### config.mk
export PLATFORM = sky130hd
export DESIGN_NAME = cla8_word_sequencer_flat
export DESIGN_NICKNAME = d
export VERILOG_FILES = /design/src/rtl/cla8_word_sequencer_if.sv /design/src/rtl/cla8_word_sequencer.sv /design/src/flat_wrapper.sv
export SDC_FILE = /design/constraint.sdc
export NUM_CORES = 1
export LEC_CHECK = 0
export BUFFER_PORTS_ARGS = -buffer_cell sky130_fd_sc_hd__buf_2
export CAP_MARGIN = 20
export CORE_MARGIN = 2
export CORE_UTILIZATION = 54
export CTS_BUF_LIST = sky130_fd_sc_hd__clkbuf_2
export CTS_CLUSTER_SIZE = 12
export DETAILED_ROUTE_END_ITERATION = 6
export PLACE_DENSITY = 0.87
export SYNTH_ARGS = -nofsm -noshare
export SYNTH_HDL_FRONTEND = slang
export SYNTH_SLANG_ARGS = --single-unit
export TNS_END_PERCENT = 30
### constraint.sdc
create_clock -name clock -period 2.95 [get_ports clock]
set_input_delay 0.885 -clock clock [delete_from_list [all_inputs] [get_ports clock]]
set_output_delay 0.885 -clock clock [all_outputs]
set_load 0.03 [all_outputs]
### src/rtl/cla8_word_sequencer_if.sv
// cla8_word_sequencer_if
// Bundles the request handshake, the result handshake and the shared
// 8-bit carry-lookahead slice connection of cla8_word_sequencer.
//   Request : in_valid, in_ready, op_a[W], op_b[W], sub
//   Result  : out_valid, out_ready, result[W], carry_out, overflow, zero, busy
//   Slice   : slice_a[8], slice_b[8], slice_cin  -> external slice
//             slice_sum[8], slice_gout, slice_pout <- external slice
// The slave modport is the sequencer's view; the master modport is the view
// of the surrounding datapath (requester, consumer and the slice itself).
interface cla8_word_sequencer_if #(
  parameter int SLICES = 4
);
  localparam int W = 8 * SLICES;

  logic         in_valid;
  logic         in_ready;
  logic [W-1:0] op_a;
  logic [W-1:0] op_b;
  logic         sub;

  logic         out_valid;
  logic         out_ready;
  logic [W-1:0] result;
  logic         carry_out;
  logic         overflow;
  logic         zero;
  logic         busy;

  logic [7:0]   slice_a;
  logic [7:0]   slice_b;
  logic         slice_cin;
  logic [7:0]   slice_sum;
  logic         slice_gout;
  logic         slice_pout;

  modport slave (
    input  in_valid, op_a, op_b, sub, out_ready,
    input  slice_sum, slice_gout, slice_pout,
    output in_ready, out_valid, result, carry_out, overflow, zero, busy,
    output slice_a, slice_b, slice_cin
  );

  modport master (
    output in_valid, op_a, op_b, sub, out_ready,
    output slice_sum, slice_gout, slice_pout,
    input  in_ready, out_valid, result, carry_out, overflow, zero, busy,
    input  slice_a, slice_b, slice_cin
  );
endinterface

### src/rtl/cla8_word_sequencer.sv
// cla8_word_sequencer
// Performs a W = 8*SLICES bit add or subtract by pushing one byte per cycle,
// LSB first, through a single external 8-bit carry-lookahead slice. The
// inter-byte carry is kept in a register and the result is assembled byte by
// byte. A request accepted at edge E presents out_valid after edge E+SLICES.
// Ports:
//   clock   : system clock, rising edge
//   reset_n : asynchronous active-low reset
//   bus     : cla8_word_sequencer_if.slave (request, result and slice signals)
// SLICES must match the SLICES parameter of the connected interface (2..8).
module cla8_word_sequencer #(
  parameter int SLICES = 4
) (
  input logic                  clock,
  input logic                  reset_n,
  cla8_word_sequencer_if.slave bus
);

  localparam int W     = 8 * SLICES;
  localparam int IDX_W = $clog2(SLICES);
  localparam logic [IDX_W-1:0] LAST_IDX = IDX_W'(SLICES - 1);

  typedef enum logic [1:0] {
    IDLE = 2'd0,
    RUN  = 2'd1,
    DONE = 2'd2
  } state_t;

  state_t           state_q;
  logic [W-1:0]     a_q;
  logic [W-1:0]     bEff_q;
  logic [W-1:0]     result_q;
  logic [IDX_W-1:0] idx_q;
  logic             carry_q;
  logic             carryOut_q;
  logic             overflow_q;
  logic             zero_q;
  logic             inReady_q;
  logic             outValid_q;
  logic             busy_q;

  logic [IDX_W+2:0] bitBase;
  logic             carry_d;
  logic [W-1:0]     result_d;
  logic             inRun;

  // Bit offset of the byte currently being processed.
  assign bitBase = {idx_q, 3'b000};
  assign inRun   = (state_q == RUN);

  // Carry into the next byte and the result as it looks once the current
  // slice sum has been merged in. The zero flag is taken from the merged
  // value so the last byte counts in the same cycle it is produced.
  always_comb begin
    carry_d  = bus.slice_gout | (bus.slice_pout & carry_q);
    result_d = result_q;
    result_d[bitBase +: 8] = bus.slice_sum;
  end

  // The slice only sees operands while running; it is parked at zero otherwise.
  assign bus.slice_a   = inRun ? a_q[bitBase +: 8]    : 8'h00;
  assign bus.slice_b   = inRun ? bEff_q[bitBase +: 8] : 8'h00;
  assign bus.slice_cin = inRun ? carry_q              : 1'b0;

  assign bus.in_ready  = inReady_q;
  assign bus.out_valid = outValid_q;
  assign bus.busy      = busy_q;
  assign bus.result    = result_q;
  assign bus.carry_out = carryOut_q;
  assign bus.overflow  = overflow_q;
  assign bus.zero      = zero_q;

  // Control FSM with all handshake outputs registered alongside the state.
  // Subtraction is done as A + ~B + 1: B is inverted at acceptance and the
  // +1 enters through the initial carry.
  always_ff @(posedge clock or negedge reset_n) begin
    if (!reset_n) begin
      state_q    <= IDLE;
      a_q        <= '0;
      bEff_q     <= '0;
      result_q   <= '0;
      idx_q      <= '0;
      carry_q    <= 1'b0;
      carryOut_q <= 1'b0;
      overflow_q <= 1'b0;
      zero_q     <= 1'b0;
      inReady_q  <= 1'b1;
      outValid_q <= 1'b0;
      busy_q     <= 1'b0;
    end else begin
      unique case (state_q)
        IDLE: begin
          if (bus.in_valid && inReady_q) begin
            a_q       <= bus.op_a;
            bEff_q    <= bus.sub ? ~bus.op_b : bus.op_b;
            carry_q   <= bus.sub;
            idx_q     <= '0;
            state_q   <= RUN;
            inReady_q <= 1'b0;
            busy_q    <= 1'b1;
          end
        end

        RUN: begin
          result_q <= result_d;
          carry_q  <= carry_d;
          idx_q    <= idx_q + 1'b1;
          if (idx_q == LAST_IDX) begin
            carryOut_q <= carry_d;
            // Operands of equal sign producing a result of the other sign.
            overflow_q <= (a_q[W-1] == bEff_q[W-1]) &&
                          (bus.slice_sum[7] != a_q[W-1]);
            zero_q     <= (result_d == '0);
            idx_q      <= '0;
            state_q    <= DONE;
            outValid_q <= 1'b1;
          end
        end

        DONE: begin
          if (bus.out_ready) begin
            state_q    <= IDLE;
            outValid_q <= 1'b0;
            busy_q     <= 1'b0;
            inReady_q  <= 1'b1;
          end
        end

        default: begin
          state_q    <= IDLE;
          outValid_q <= 1'b0;
          busy_q     <= 1'b0;
          inReady_q  <= 1'b1;
        end
      endcase
    end
  end

endmodule

### src/flat_wrapper.sv
// flat-port wrapper written by rule: the top's interface ports become plain ports
module cla8_word_sequencer_flat 
#(
  parameter int SLICES = 4
)
  (clock, reset_n, bus_in_valid, bus_op_a, bus_op_b, bus_sub, bus_out_ready, bus_slice_sum, bus_slice_gout, bus_slice_pout, bus_in_ready, bus_out_valid, bus_result, bus_carry_out, bus_overflow, bus_zero, bus_busy, bus_slice_a, bus_slice_b, bus_slice_cin);
  cla8_word_sequencer_if #(.SLICES(SLICES)) bus_i ();
  input logic clock;
  input logic reset_n;
  input wire logic [$bits(bus_i.in_valid)-1:0] bus_in_valid;
  input wire logic [$bits(bus_i.op_a)-1:0] bus_op_a;
  input wire logic [$bits(bus_i.op_b)-1:0] bus_op_b;
  input wire logic [$bits(bus_i.sub)-1:0] bus_sub;
  input wire logic [$bits(bus_i.out_ready)-1:0] bus_out_ready;
  input wire logic [$bits(bus_i.slice_sum)-1:0] bus_slice_sum;
  input wire logic [$bits(bus_i.slice_gout)-1:0] bus_slice_gout;
  input wire logic [$bits(bus_i.slice_pout)-1:0] bus_slice_pout;
  output wire logic [$bits(bus_i.in_ready)-1:0] bus_in_ready;
  output wire logic [$bits(bus_i.out_valid)-1:0] bus_out_valid;
  output wire logic [$bits(bus_i.result)-1:0] bus_result;
  output wire logic [$bits(bus_i.carry_out)-1:0] bus_carry_out;
  output wire logic [$bits(bus_i.overflow)-1:0] bus_overflow;
  output wire logic [$bits(bus_i.zero)-1:0] bus_zero;
  output wire logic [$bits(bus_i.busy)-1:0] bus_busy;
  output wire logic [$bits(bus_i.slice_a)-1:0] bus_slice_a;
  output wire logic [$bits(bus_i.slice_b)-1:0] bus_slice_b;
  output wire logic [$bits(bus_i.slice_cin)-1:0] bus_slice_cin;
  assign bus_i.in_valid = bus_in_valid;
  assign bus_i.op_a = bus_op_a;
  assign bus_i.op_b = bus_op_b;
  assign bus_i.sub = bus_sub;
  assign bus_i.out_ready = bus_out_ready;
  assign bus_i.slice_sum = bus_slice_sum;
  assign bus_i.slice_gout = bus_slice_gout;
  assign bus_i.slice_pout = bus_slice_pout;
  assign bus_in_ready = bus_i.in_ready;
  assign bus_out_valid = bus_i.out_valid;
  assign bus_result = bus_i.result;
  assign bus_carry_out = bus_i.carry_out;
  assign bus_overflow = bus_i.overflow;
  assign bus_zero = bus_i.zero;
  assign bus_busy = bus_i.busy;
  assign bus_slice_a = bus_i.slice_a;
  assign bus_slice_b = bus_i.slice_b;
  assign bus_slice_cin = bus_i.slice_cin;
  cla8_word_sequencer #(.SLICES(SLICES)) u_core (.clock(clock), .reset_n(reset_n), .bus(bus_i));
endmodule
==> After elaboration in Yosys (flattened, before gate mapping) <==
Index checks and enable logic that the tools add are counted.
Widths: inputs -> output; s select.
{ "word_totals": {"regBits": 107, "in_bits": 79, "out_inout_bits": 55, "wordCells": 64} }
{ "op_classes": {"add_sub_neg": 2, "n_eq_ne": 8, "shift": 4, "mux": 22, "bitwise_logic": 5, "n_reduce_logical": 11} }
{ "ops": {"columns": ["operator", "count"], "rows": [
  ["$shiftx 32x6->8", 2],
  ["$bwmux 32", 1],
  ["$logic_not 32->1", 1],
  ["$mux 32", 1],
  ["$not 32->32", 1],
  ["$shift 8x7->32 const A", 1],
  ["$shiftx 8x7->32", 1],
  ["$mux 8", 2],
  ["$mux 2", 5],
  ["$pmux 1 s3", 3],
  ["$reduce_and 3->1", 3],
  ["$mux 1", 7],
  ["$neg 5->7", 1],
  ["$pmux 2 s3", 1],
  ["$reduce_and 2->1", 3],
  ["$eq 2x2->1 const B", 2],
  ["$ne 2x2->1 const B", 2],
  ["$pmux 2 s2", 1],
  ["$add 2x1->2 const B", 1],
  ["$eq 2x1->1 const B", 1],
  ["$logic_and 1x1->1", 2],
  ["$logic_not 2->1", 1],
  ["$ne 2x1->1 const B", 1],
  ["$not 1->1", 2],
  ["6 further kinds", 6]
]} }

==> Depth between registers and ports, before layout <==
Gate-level depths: netlist of run 1.
{ "depth": {"word_depth": 4, "ltp_mapped": 10, "ltp_nobuf": 7} }

==> Least setup slack after synthesis of run 1 <==
No wires, ideal clock.
{ "synth_path": {"path_kind": "register -> output", "start": "reg u_core.idx_q[0]", "end": "out bus_slice_b[7]", "t_arrival_ps": 1579, "required_time_ps": 2065, "path_slack_ps": 486, "stages_incl_launch_ff": 5, "n_path_buf": 2, "path_cell_list": "dfrtp_1 buf_2 buf_2 mux4_2 and2_1"} }
{ "synth_between": {"elab_chain_len": 2} }
{ "synth_lines": {"columns": ["item", "line_no", "text"], "rows": [
  ["from (decl)", "cla8_word_sequencer.sv:33", "logic [IDX_W-1:0] idx_q;"],
  ["from (signal assigned)", "cla8_word_sequencer.sv:107", "idx_q <= idx_q + 1'b1;"],
  ["$shiftx 32x6->8", "cla8_word_sequencer.sv:62", "assign bus.slice_b = inRun ? bEff_q[bitBase +: 8] : 8'h00;"],
  ["$mux 8", "cla8_word_sequencer.sv:62", null],
  ["to (decl)", "flat_wrapper.sv:26", "output wire logic [$bits(bus_i.slice_b)-1:0] bus_slice_b;"]
]} }
Every way passes these cells.

==> Worst setup path in the final report of run 1 <==
{ "layout_path": {"start": "reg u_core.idx_q[0]", "end": "out bus_slice_a[6]"} }
{ "layout_between": {"elab_chain_len": 2} }
{ "layout_lines": {"columns": ["item", "line_no", "text"], "rows": [
  ["$shiftx 32x6->8", "cla8_word_sequencer.sv:61", "assign bus.slice_a = inRun ? a_q[bitBase +: 8] : 8'h00;"],
  ["$mux 8", "cla8_word_sequencer.sv:61", null],
  ["to (decl)", "flat_wrapper.sv:25", "output wire logic [$bits(bus_i.slice_a)-1:0] bus_slice_a;"]
]} }
Every way passes these cells.

==> results of run 1 <==
-- final cells by class --
type                    instances  share of cell area
clock buffers                   9            0.007166
clock inverters                 7             0.01732
inverters                       8            0.004777
multi-input cells             284              0.3722
flip-flops and latches        107              0.4266
well taps                     129             0.02568
repair buffers                146              0.1463
-- worst paths after layout --
check,cells past startpoint,start,endpoint
worst max register to register,7,u_core.idx_q[0]$_DFFE_PN0P_,u_core.bus.result[26]$_DFFE_PN0P_
max in group asynchronous,2,reset_n,u_core.bEff_q[20]$_DFFE_PN0P_
min in group clock,2,bus_op_a[28],u_core.a_q[28]$_DFFE_PN0P_
worst min-delay path,1,reset_n,u_core.bus.result[19]$_DFFE_PN0P_
worst max-delay path,4,u_core.idx_q[0]$_DFFE_PN0P_,bus_slice_a[6]
worst min register to register,2,u_core.bus.carry_out$_DFFE_PN0P_,u_core.bus.carry_out$_DFFE_PN0P_
-- registers in the layout, summed over array words and instances, names as in the netlist --
signal,cells
u_core.bus.carry_out,1
u_core.idx_q,2
u_core.a_q,32
u_core.state_q,2
u_core.bus.busy,1
u_core.bus.result,32
u_core.bus.zero,1
u_core.bEff_q,32
u_core.bus.out_valid,1
u_core.bus.overflow,1
u_core.bus.in_ready,1
u_core.carry_q,1
-- routing by layer --
| layer | global-route usage | vias to the layer above |
|---|---|---|
| met2 | 0.4221 | 153 |
| met4 | 0.1268 | 0 |
| met1 | 0.3256 | 1980 |
| met5 | 0 | - |
| li1 | - | 1783 |
| met3 | 0.04555 | 35 |
-- what timing repair did --
action                     4_1_cts  5_1_grt
hold buffers                     0        0
setup endpoints to repair       17       17
cloned                           2        0
setup buffers                    5        0
gates resized for setup         40       21
-- logic make-up after synthesis --
group	Yosys count	share of synthesized area
flops	107	0.5212
simple gates	106	0.1142
compound gates	92	0.1227
mux	48	0.1402
buf+inv	34	0.03262
xor+xnor	32	0.05453
fa+ha+maj	6	0.01461
-- synth_stat cells, types with 2 or more instances --
cell and number:
clkbuf_1 4, mux4_2 16, nor2_1 44, nor4_2 2, ha_1 6, or4_1 2, nand2_1 14, xnor2_1 32
a21oi_1 38, a22o_1 31, o21ai_0 8, inv_1 8, mux2_2 32, nor4_1 3, or3_1 2, o31ai_1 3
dfrtp_1 106, nor2b_1 2, nor3_1 3, nand2b_1 2, buf_4 3, nand4bb_1 2, o22ai_1 3, and2_1 18
buf_2 17
-- power groups by stage --
stage                     registers, mW  logic (mW)  clock network [mW]
final                              2.60        3.09               0.824
after global routing               2.67        3.34               0.896
after detailed placement           2.61        2.87                   0
after floorplan                    2.86        1.77                   0
after CTS                          2.58        3.12               0.835
after global placement             2.55        2.79                   0
-- worst reg2reg max path: stages (launching register included) --
cell      delay, ps
dfrtp_2         530
buf_6           170
buf_4           150
inv_1           180
ha_1            360
nor4bb_2        530
and2_1          380
a32o_1          210
==> impl_metrics.toml, run 1 <==
[setup_path]
worstSetupEndpointType = "output port"
cp.arrival_ps = 2100
critPathTopFamily = "flip-flops"
crit_buf_inv = 2
r2r_slack_ps = 380
cp_slowest_stage_delay_ps = 520
required_ps = 2070
critPathKind = "flop to output port"
critPathSlowestCell = "dfrtp_2"
crit_chain = "buf_12 > mux4_2 > and2_4 > buf_6"
startpoint_type = "flop"
cp_max_fo = 7

[place]
gp_congestion = 0.9293
dp_hpwl_um = 8634
port_buffers = 133
dp.cells = 670
post-place-ws_ps = 485.4
place_area_um2 = 5941

[synth]
seq_area_frac_synth = 0.5212
synth_cell_types = 49
syn_inst = 425
synth_ff_type = "dfrtp_1"
ys_warn_count = 0
syn_nets = 510
synth_area_um2 = 5140
synth_area_per_cell_um2 = 12.09
synthArstFlopShare = 1.000
synth_area_leaders = "dfrtp_1 52%, mux2_2 7.0%, mux4_2 7.0%, xnor2_1 5.5%, a22o_1 5.3%"
ys_ff_latch = 107
synth_top_area_share = 0.5161
synth_edf_count = 0
yosysTopAreaCell = "dfrtp_1"

[sta]
rsz0062_at_grt = "true"
hold_ws_ps = 186.2
slew_headroom = 0.6257
fin_ws_ps = -37.20
final.setup.tns_ps = -275.9
finalMaxSlewViolations = 0
setup-violations-final = 16
finalCritPeriodShare = 1.013
fmax_mhz = 334.8
finalCriticalPeriod_ps = 2987
finalHoldViolations = 0
finClkSkew_ps = 36.08
worstMarginPinSlew_ps = 558.4

[final_layout]
multi_input_area_um2 = 2340
fin_area_um2 = 6286
ff_latch_area_um2 = 2681
fin_util = 0.6803
n_fill_cell = 665
final_cell_mix = "116 x buf_2, 104 x dfrtp_1, 44 x nor2_1"
area_growth_pct = 22.30
drive_gt1_frac = 0.4278
antennaDiodeCount = 0
layout_commonest_cell = "buf_2"
final_cells = 690
layout.nets = 641

[grt]
grt_pass1_vias = 4058
gr-total-overflow = 0
grt_antenna_before_repair = 0
grt_pass1_wl_um = 20240
grt_usage = 0.2555
grt_max_degree = 69

[routing]
first_pass_iters = 4
wl_met2_um = 6418
via_per_inst = 5.726
wl_met1_um = 5224
met3_length_um = 630
drt_wl_total_um = 12640
top_layer = "met4"
antenna_left = 0
drc = 0
wl_per_cell_um = 18.32
drtIter0Drc = 165
vias = 3951

[clocking]
cts_max_path_buffers = 2
clock-sinks = 107
clockRootBuffer = "clkbuf_2"
cts_made_buffers = 9
htreeDepth = 3
cts_tree = "done"
clk_pin_slew_worst_paths_ps = 320
clkLatencyLatePin_ps = 590

[die]
die_y_um = 101.6
die_area_um2 = 10310
chipWidth_um = 101.6
initial_core_util = 0.5563
placementRows = 35
ios = 134
core_um2 = 9240

[worst_hold_path]
hold_path_class = "primary input to async pin"

[power_and_ir_drop]
sw_frac_of_total = 0.4008
comb_power_share = 0.475
peakVddDrop_mv = 0.5521
switchingPower_mw = 2.611
p_leak_nw = 2.952
p_total_mw = 6.515
pwr_density_cell_nw_per_um2 = 1036
seqPwrFrac = 0.399
clock_power_share = 0.127
intPower_mw = 3.904

[run_status]
status = "finished, violations left"
violations = "setup timing"

[run]
drv_cap = 0
Note: power is estimated with default switching activity, not from simulation.
==> inputs of run 2 (changes only) <==
- CORE_MARGIN: 2 -> default
==> impl_metrics.toml, run 2 (synthesis gave the netlist of run 1 again) <==
[run_status]
status = "finished, final reports clean"

[grt]
met2_usage = 0.4252
grt_pass1_wl_um = 19260
grtUsageMet1 = 0.3218
grt-busiest-layer = "met2"
grt_pass1_vias = 3931
grt_usage = 0.2487
grt.met3_usage = 0.04427
gr-total-overflow = 0
grt_antenna_before_repair = 0
grt_max_degree = 50

[power_and_ir_drop]
p_total_mw = 6.231
pwr_density_cell_nw_per_um2 = 1015
p_leak_nw = 2.918
peakVddDrop_mv = 0.4724

[final_layout]
fin_util = 0.6642
n_fill_cell = 689
final_cell_mix = "131 x buf_2, 104 x dfrtp_1, 44 x nor2_1"
antennaDiodeCount = 0
area_growth_pct = 19.40
drive_gt1_frac = 0.3975
layout_commonest_cell = "buf_2"
layout.nets = 641

[die]
ios = 134
die_area_um2 = 9912
chipWidth_um = 99.56
initial_core_util = 0.5563
placementRows = 35
core_um2 = 9240
die_y_um = 99.56

[worst_hold_path]
hold_path_class = "primary input to async pin"

[routing]
vias = 3895
drtIter0Drc = 176
wl_per_cell_um = 16.71
first_pass_iters = 4
drc = 0
via_per_inst = 5.645
antenna_left = 0
drt_wl_total_um = 11530

[clocking]
htreeDepth = 3
cts_max_path_buffers = 2
cts_made_buffers = 9
cts_tree = "done"
clockRootBuffer = "clkbuf_2"
clock-sinks = 107
clkLatencyLatePin_ps = 560
clk_pin_slew_worst_paths_ps = 300

[sta]
worstMarginPinSlew_ps = 622.2
slew_headroom = 0.5852
finalCritPeriodShare = 0.9877
setup-violations-final = 0
finalHoldViolations = 0
finClkSkew_ps = 31.47
rsz0062_at_grt = "true"
fmax_mhz = 343.2
finalMaxSlewViolations = 0
finalCriticalPeriod_ps = 2914

[setup_path]
cp_max_fo = 10
worstSetupEndpointType = "output port"
critPathKind = "flop to output port"
required_ps = 2070
startpoint_type = "flop"
cp.arrival_ps = 2030

[run]
drv_cap = 0

[place]
port_buffers = 133
gp_congestion = 0.8573
dp_hpwl_um = 8320
run 2: changes by cell type in the layout (fill, tap and decap cells not counted), sizes merged:
| cell | change |
|---|---|
| bufbuf | +1 |
| inv | +1 |
| bufinv | -1 |
| buf | -1 |
run 2: area by class of cell:
| class | instances | area [µm²] | share of cell area |
|---|---|---|---|
| Tap cell | 129 | 161.4 | 0.02630 |
| Timing Repair Buffer | 146 | 847.1 | 0.1380 |
| Multi-Input combinational cell | 284 | 2298 | 0.3745 |
| Clock inverter | 7 | 73.82 | 0.01203 |
| Inverter | 8 | 30.03 | 0.004893 |
| Sequential cell | 107 | 2681 | 0.4369 |
| Clock buffer | 9 | 45.04 | 0.007339 |
run 2: through the flow:
step | worst slack, ps | hold WS [ps] | cells | instance area (µm²) | TNS [ps]
floorplan | 486.3 | 475.1 | 425 | 5140 | 0
global placement | 563.8 | 462.6 | 671 | 5948 | 0
detailed placement | 502.0 | 489.2 | 671 | 5948 | 0
CTS | -1.959 | 285.1 | 689 | 6130 | -1.959
global route | -68.61 | 278.7 | 690 | 6137 | -692.2
finish | 36.27 | 269.3 | 690 | 6137 | 0
run 2: per-layer routing:
| layer | vias up | routed length (µm) |
|---|---|---|
| li1 | 1792 | - |
| met1 | 1908 | 4754 |
| met2 | 168 | 5792 |
| met3 | 27 | 721 |
| met4 | 0 | 260 |
| met5 | - | 0 |
run 2: worst max-delay path: stages, from the launching register on:
cell and delay [ps]:
dfrtp_2 470, buf_12 160, mux4_2 500, and2_1 180
buf_4 160
run 2: final timing paths:
check / startpoint / endpoint / slack (ps) / cells after the start
setup / recovery: u_core.idx_q[0]$_DFFE_PN0P_ / bus_slice_b[7] / 40 / 4
min in group clock: bus_op_a[19] / u_core.a_q[19]$_DFFE_PN0P_ / 520 / 2
setup reg to reg: u_core.idx_q[1]$_DFFE_PN0P_ / u_core.bus.zero$_DFFE_PN0P_ / 590 / 8
max in group asynchronous: reset_n / u_core.idx_q[0]$_DFFE_PN0P_ / 1930 / 2
hold reg to reg: u_core.a_q[23]$_DFFE_PN0P_ / u_core.a_q[23]$_DFFE_PN0P_ / 540 / 1
hold / removal: reset_n / u_core.bus.result[17]$_DFFE_PN0P_ / 270 / 1
run 2: timing repair:
item	CTS	global route
hold buffers	0	0
pin swaps	0	0
gates cloned	1	0
buffers inserted	1	1
resized for setup	8	0
setup endpoints to repair	17	16
run 2: where the power goes:
part	internal [mW]	leakage, nW	switching (mW)	total, mW
sequential	2.12	1.33	0.463	2.58
clock	0.204	0.0747	0.497	0.701
combinational	1.41	1.52	1.53	2.94
==> inputs of run 3 (changes only) <==
- BUFFER_PORTS_ARGS: -buffer_cell sky130_fd_sc_hd__buf_2 -> -buffer_cell sky130_fd_sc_hd__clkbuf_2
==> impl_metrics.toml, run 3 (synthesis gave the netlist of run 1 again) <==
[run_status]
status = "finished, final reports clean"

[final_layout]
layout_commonest_cell = "clkbuf_2"
area_growth_pct = 21.67
layout.nets = 640
fin_area_um2 = 6254
multi_input_area_um2 = 2325
antennaDiodeCount = 0
n_fill_cell = 681
final_cell_mix = "125 x clkbuf_2, 105 x dfrtp_1, 44 x nor2_1"
ff_latch_area_um2 = 2680
drive_gt1_frac = 0.4107

[routing]
drtIter0Drc = 264
vias = 3908
wl_per_cell_um = 17.34
first_pass_iters = 4
via_per_inst = 5.672
drt_wl_total_um = 11950
antenna_left = 0
drc = 0

[clocking]
clk_pin_slew_worst_paths_ps = 320
hold_buffers = 0
clock-sinks = 107
htreeDepth = 3
cts_max_path_buffers = 2
cts_tree = "done"
clockRootBuffer = "clkbuf_2"
cts_made_buffers = 9
clkLatencyLatePin_ps = 590

[run]
drv_cap = 0

[sta]
setup-violations-final = 0
finalCritPeriodShare = 0.9977
slew_headroom = 0.3391
finalMaxSlewViolations = 0
finalHoldViolations = 0
final.setup.tns_ps = 0
worstMarginPinSlew_ps = 991.3
rsz0062_at_grt = "true"
finClkSkew_ps = 41.97
fin_ws_ps = 6.914
finalCriticalPeriod_ps = 2943
fmax_mhz = 339.8

[die]
die_y_um = 99.56
core_um2 = 9240
chipWidth_um = 99.56
die_area_um2 = 9912
placementRows = 35
initial_core_util = 0.5563
ios = 134

[place]
place_area_um2 = 5921
dp_hpwl_um = 8280
post-place-ws_ps = 487.7
port_buffers = 133
gp_congestion = 0.9003

[setup_path]
cp_max_fo = 5
cp.arrival_ps = 2060
critPathKind = "flop to output port"
required_ps = 2070
startpoint_type = "flop"
worstSetupEndpointType = "output port"
r2r_slack_ps = 440

[grt]
grt_antenna_before_repair = 0
gr-total-overflow = 0
grt_usage = 0.2557
grt_max_degree = 50
grt_pass1_wl_um = 19750
grt_pass1_vias = 3998

[power_and_ir_drop]
p_leak_nw = 2.918
pwr_density_cell_nw_per_um2 = 1006
peakVddDrop_mv = 0.4211

[worst_hold_path]
hold_path_class = "primary input to async pin"
-- run 3: cell count changes in the layout (fill, tap and decap cells not counted), moves of 2 or more --
cell / previous run / this run
and2_4: 0 / 10
clkbuf_2: 9 / 125
buf_2: 131 / 0
inv_6: 3 / 0
and2_1: 18 / 8
buf_6: 1 / 3
buf_8: 0 / 3
buf_4: 9 / 7
buf_12: 4 / 2
clkbuf_8: 0 / 13
clkinv_4: 1 / 4
-- run 3: worst max-delay path, stage by stage, from the launching register on --
cell and delay, ps:
dfrtp_2 460, buf_6 120, buf_16 110, mux4_2 480, and2_1 170, clkbuf_8 150
-- run 3: repair_timing --
item | in CTS | in global routing
cloned | 1 | 0
setup endpoints to repair | 17 | 17
resized for setup | 44 | 13
setup buffers | 3 | 2
-- run 3: where the power goes --
part / leakage [nW] / total (mW) / internal [mW] / switching, mW
combinational: 1.53 / 3.10 / 1.48 / 1.62
sequential: 1.33 / 2.58 / 2.12 / 0.455
clock: 0.0630 / 0.616 / 0.120 / 0.496
-- run 3: final timing paths --
kind | from | endpoint | cells past startpoint
worst max-delay path | u_core.idx_q[0]$_DFFE_PN0P_ | bus_slice_a[4] | 5
worst min register to register | u_core.bus.carry_out$_DFFE_PN0P_ | u_core.bus.carry_out$_DFFE_PN0P_ | 2
max in group asynchronous | reset_n | u_core.a_q[14]$_DFFE_PN0P_ | 2
min in group clock | bus_op_a[12] | u_core.a_q[12]$_DFFE_PN0P_ | 2
worst min-delay path | reset_n | u_core.a_q[19]$_DFFE_PN0P_ | 1
worst max register to register | u_core.idx_q[0]$_DFFE_PN0P_ | u_core.bus.zero$_DFFE_PN0P_ | 10
-- run 3: final cells by class --
| cell class | count | area share |
|---|---|---|
| well taps | 129 | 0.02581 |
| multi-input cells | 284 | 0.3717 |
| clock inverters | 7 | 0.008603 |
| inverters | 8 | 0.004802 |
| clock buffers | 9 | 0.007203 |
| flip-flops and latches | 107 | 0.4286 |
| repair buffers | 145 | 0.1533 |
-- run 3: metal layers --
| metal | up-vias | track usage | part of all wire |
|---|---|---|---|
| met3 | 25 | 0.03443 | 0.058 |
| met2 | 179 | 0.4177 | 0.50 |
| met5 | - | 0 | 0 |
| met4 | 0 | 0.1041 | 0.020 |
| li1 | 1785 | - | - |
| met1 | 1919 | 0.3483 | 0.42 |
-- run 3: through the flow --
step / std cells / total power, mW / util / hold WS (ps)
after floorplan: 425 / 4.625 / - / 475.1
after CTS: 689 / 6.273 / 0.6764 / 241.4
after global routing: 689 / 6.677 / 0.6768 / 256.1
after detailed placement: 669 / 5.453 / 0.6408 / 485.9
after global placement: 669 / 5.317 / 0.6408 / 466.1
final: 689 / 6.292 / 0.6768 / 240.0
